===== src/rtl/int_controller.sv =====
// Priority interrupt controller: edge-latched pending requests, per-source mask,
// lowest-index-wins arbitration and a REQ / SERVICE acknowledge handshake to one CPU.
module int_controller #(
  parameter int N_SRC = 4,
  parameter int VEC_W = 2
) (
  input  logic             clk,
  input  logic             clr_n,
  input  logic             global_int_en,
  input  logic [N_SRC-1:0] irq_src,
  input  logic             mask_we,
  input  logic [N_SRC-1:0] mask_wdata,
  output logic [N_SRC-1:0] int_mask,
  output logic [N_SRC-1:0] int_pending,
  output logic             cpu_irq,
  output logic [VEC_W-1:0] int_vec,
  input  logic             int_ack,
  input  logic             eoi,
  output logic             in_service
);

  typedef enum logic [1:0] {
    ST_IDLE,
    ST_REQ,
    ST_SERVICE
  } state_t;

  state_t           state_q, state_d;
  logic [N_SRC-1:0] hist_q, hist_d;
  logic [N_SRC-1:0] pending_q, pending_d;
  logic [N_SRC-1:0] mask_q, mask_d;
  logic             cpu_irq_q, cpu_irq_d;
  logic [VEC_W-1:0] vec_q, vec_d;
  logic             in_service_q, in_service_d;

  logic [N_SRC-1:0] edges;
  logic [N_SRC-1:0] eligible;
  logic [VEC_W-1:0] winner;

  // NOTE: every signal written here gets a default first so no latch is inferred.
  always_comb begin
    edges    = irq_src & ~hist_q;
    eligible = pending_q & ~mask_q;

    // Scan from the top down so the lowest eligible index is the last to write.
    winner = '0;
    for (int i = N_SRC - 1; i >= 0; i--) begin
      if (eligible[i]) winner = VEC_W'(i);
    end

    state_d      = state_q;
    hist_d       = irq_src;
    pending_d    = pending_q;
    mask_d       = mask_we ? mask_wdata : mask_q;
    cpu_irq_d    = cpu_irq_q;
    vec_d        = vec_q;
    in_service_d = in_service_q;

    case (state_q)
      ST_IDLE: begin
        if (global_int_en && (eligible != '0)) begin
          state_d   = ST_REQ;
          vec_d     = winner;
          cpu_irq_d = 1'b1;
        end
      end
      ST_REQ: begin
        if (int_ack) begin
          state_d          = ST_SERVICE;
          cpu_irq_d        = 1'b0;
          in_service_d     = 1'b1;
          pending_d[vec_q] = 1'b0;
        end else if (!global_int_en) begin
          state_d   = ST_IDLE;
          cpu_irq_d = 1'b0;
        end
      end
      ST_SERVICE: begin
        if (eoi) begin
          state_d      = ST_IDLE;
          in_service_d = 1'b0;
        end
      end
      default: begin
        state_d      = ST_IDLE;
        cpu_irq_d    = 1'b0;
        in_service_d = 1'b0;
      end
    endcase

    // Applied after the ack clear so a fresh edge on the acknowledged source wins.
    pending_d = pending_d | edges;
  end

  // NOTE: state registers use non-blocking assignments so all flops update together.
  always_ff @(posedge clk or negedge clr_n) begin
    if (!clr_n) begin
      state_q      <= ST_IDLE;
      hist_q       <= '0;
      pending_q    <= '0;
      mask_q       <= '0;
      cpu_irq_q    <= 1'b0;
      vec_q        <= '0;
      in_service_q <= 1'b0;
    end else begin
      state_q      <= state_d;
      hist_q       <= hist_d;
      pending_q    <= pending_d;
      mask_q       <= mask_d;
      cpu_irq_q    <= cpu_irq_d;
      vec_q        <= vec_d;
      in_service_q <= in_service_d;
    end
  end

  assign int_mask    = mask_q;
  assign int_pending = pending_q;
  assign cpu_irq     = cpu_irq_q;
  assign int_vec     = vec_q;
  assign in_service  = in_service_q;

endmodule


===== config.mk =====
export PLATFORM = sky130hd
export DESIGN_NAME = int_controller
export DESIGN_NICKNAME = d
export VERILOG_FILES = /design/src/rtl/int_controller.sv
export SDC_FILE = /design/constraint.sdc
export NUM_CORES = 1
export LEC_CHECK = 0
export ABC_AREA = 1
export BUFFER_PORTS_ARGS = -buffer_cell sky130_fd_sc_hd__buf_2
export CAP_MARGIN = 10
export CORE_MARGIN = 2
export CORE_UTILIZATION = 40
export DETAILED_ROUTE_END_ITERATION = 16
export MAX_ROUTING_LAYER = met4
export PLACE_DENSITY = 0.76
export SLEW_MARGIN = 30
export SYNTH_ARGS = -nofsm -noshare
export SYNTH_HDL_FRONTEND = slang
export SYNTH_SLANG_ARGS = --single-unit

===== constraint.sdc =====
create_clock -name clk -period 2.1 [get_ports clk]
set_input_delay 0.525 -clock clk [delete_from_list [all_inputs] [get_ports clk]]
set_output_delay 0.525 -clock clk [all_outputs]
set_load 0.01 [all_outputs]

==> impl_results.md <==
* # DRC at 0
* Final Skew at around 0.0018 ns
* Mux contribution to synthesized area at 0%
* CTS tree: yes
* Clock buffer count from CTS at 3
* Worst path cell trace: buf_2
* Switch Pwr at 345 µW
* Crit Path Max Fanout at 3
* Width of the die at between 40 and 50 µm
* Compound-gate portion of the synthesized area at 13.6%
* Initial antenna violation count at 0
* Clock Power Share at 17.0%
* Pwr Density at 1040 nW/µm²
* Post-route antenna net violation count at 0
* TNS Setup at 0 ns
* Synth Cell Area at 744 µm²
* Worst Path Required at ~1.6 ns
* Min cycle time layout at 1.39 ns
* Min Hold Slack at ~0.14 ns
* Post-CTS Resized at 0
* Gp weighted congestion at 0.769
* Starting density of the core at approximately 43%
* Register area share after synthesis at between 60% and 70%
* Gr ovfl total at 0
* Max Freq at a little over 700 MHz
* Vias after detailed routing at 637
* Sw frac at 35.9%
* Synth Net Count at 98
* Cells after Synth at 84
* Slew headroom at 73.9%
* Setup Buffers After CTS at 0
* Crit path buf inv count at 1
* Cell internal pwr at 616 µW
* Largest cells by area after synthesis: dfrtp_1, nand2_1, o21ai_0, inv_1, nand2_2
* Hold Path Class: in -> async
* Overall Global Routing Usage at ~16%
* Vias in the first global route at 594
* Clock sink count at 18
* Die ar. at between 2000 and 2500 µm²
* Largest net degree at the start of global routing at 19
* Die H at 47.1 µm
* Slew Viols, Final at 0
* Post-route cell area at 923 µm²
* Area leader, netlist: dfrtp_1
* H-tree Lvls at 1
* Main combinational cell family by area after synthesis: simple AND/OR/NAND/NOR gates
* #FFs+latches synth at 18
* Avg Cell Area, Syn at approximately 8.9 µm²
* Share of power burned in combinational logic at 32.8%
* Worst-Skew Late Latency at 0.29 ns
* CP max stage delay at ~0.42 ns
* I/O Pins at 26
* Wire per inst at 10.6 µm
* Final net count at 128
* Tcrit/Tclk final at roughly 66%
* Post-Synth Simple-Gate Area at about 18%
* Hold Vio Cnt, Final at 0
* Commonest non-fill, non-tap cells in the layout: buf_2, nand2_1, dfrtp_1
* Ys Warns at 0
* Finish-stage setup viols at 0
* Peak supply drop at roughly 0.69 mV
* Row count at 15
* Initial DRC count at 3
* Post-synth top area share at 60.5%
* Endpoint class of the critical path: output port
* Status: finished, final reports clean
* Startpoint types: flop
* Maxcap violations at 0
* First-pass GRT wire length at 2260 µm
* P&R area growth vs syn at 24.0%
* Pre-antenna DRT Iters at 4
* Commonest non-fill, non-tap cell in the layout: buf_2
* IO buf count at 25
* CP max-delay cell: dfrtp_1
* P_leak at approximately 0.00049 µW
* Diode count at 0
* RSZ-0062 raised after global routing: false
* Synth Area in Adders at 0%
* Share of layout cells above drive strength 1 at 28.6%
* Netlist cell types at 14
* DRT Wirelength at approximately 1500 µm
* Core region area at 1750 µm²
* Sequential share of power at 50.3%
* CTS root buffer: clkbuf_4
* CTS max path bufs at 2
* Area of placed instances at around 900 µm²
* Post-DP HPWL at between 1000 and 1500 µm
* Hold buffers post-CTS at 0
* Family with the most delay on the worst path: flip-flops
* Clock-pin slew on the worst setup and hold paths at 0.09 ns
* Arrival time at the worst endpoint at 0.87 ns
* Worst-margin pin slew at 0.391 ns
* Critical Setup Path Class: reg -> out
* Area share of xor/xnor cells in the synthesized design at 0%
* Via density at approximately 4.6
cell type report:
class | count | area, µm²
clock buffers | 3 | 22.5
fillers | 167 | 822
inverters | 15 | 56.3
multi-input cells | 51 | 238
flip-flops and latches | 18 | 450
well taps | 25 | 31.3
repair buffers | 25 | 125
layer usage:
layer	wire length (µm)	GRT usage, %
met1	655	16.6
met2	695	24.9
met3	82	4.62
met4	21	10.0
met5	0	-
per-stage QoR:
step                utilization [%]  worst slack (ns)  cells  power (µW)
finish                         52.9             0.706    137         961
global route                   52.9             0.680    137        1040
CTS                            52.9             0.710    137         972
detailed placement             51.6             0.924    134         806
global placement               51.6             0.962    134         795
floorplan                         -              1.01     84         675
sequential cells by signal (all words and copies together), names as in the netlist:
| name | count |
|---|---|
| int_mask | 4 |
| state_q | 2 |
| hist_q | 4 |
| int_pending | 4 |
| int_vec | 2 |
| in_service | 1 |
| cpu_irq | 1 |
synthesized netlist by cell type (all sizes together):
cell,instances
nand2,24
dfrtp,18
o21ai,16
inv,15
nor2,4
a21oi,2
a21boi,1
nand3,1
nor3,1
nor3b,1
or2,1
path summary, 6_finish.rpt:
path,slack [ns],endpoint,depth (start not counted),from
max in group asynchronous,1.68,hist_q[1]$_DFF_PN0_,1,clr_n
worst max-delay path,0.71,int_pending[2],1,int_pending[2]$_DFF_PN0_
worst max register to register,0.97,state_q[0]$_DFFE_PN0P_,5,int_pending[2]$_DFF_PN0_
worst min-delay path,0.14,hist_q[2]$_DFF_PN0_,1,clr_n
min in group clk,0.35,hist_q[2]$_DFF_PN0_,1,irq_src[2]
worst min register to register,0.42,int_pending[3]$_DFF_PN0_,1,hist_q[3]$_DFF_PN0_
power by group through the flow:
stage,Sequential [µW],Combinational [µW],Clock (µW)
after floorplan,514,161,0
after global placement,487,308,0
after detailed placement,489,316,0
after CTS,483,320,169
after global routing,494,357,184
final,483,315,163
kinds of logic after synthesis:
group,count (synthesis)
AO/OA/AOI/OAI,19
buffers and inverters,15
flip-flops,18
AND/OR/NAND/NOR,32
Power figures use the tool's default switching activity.
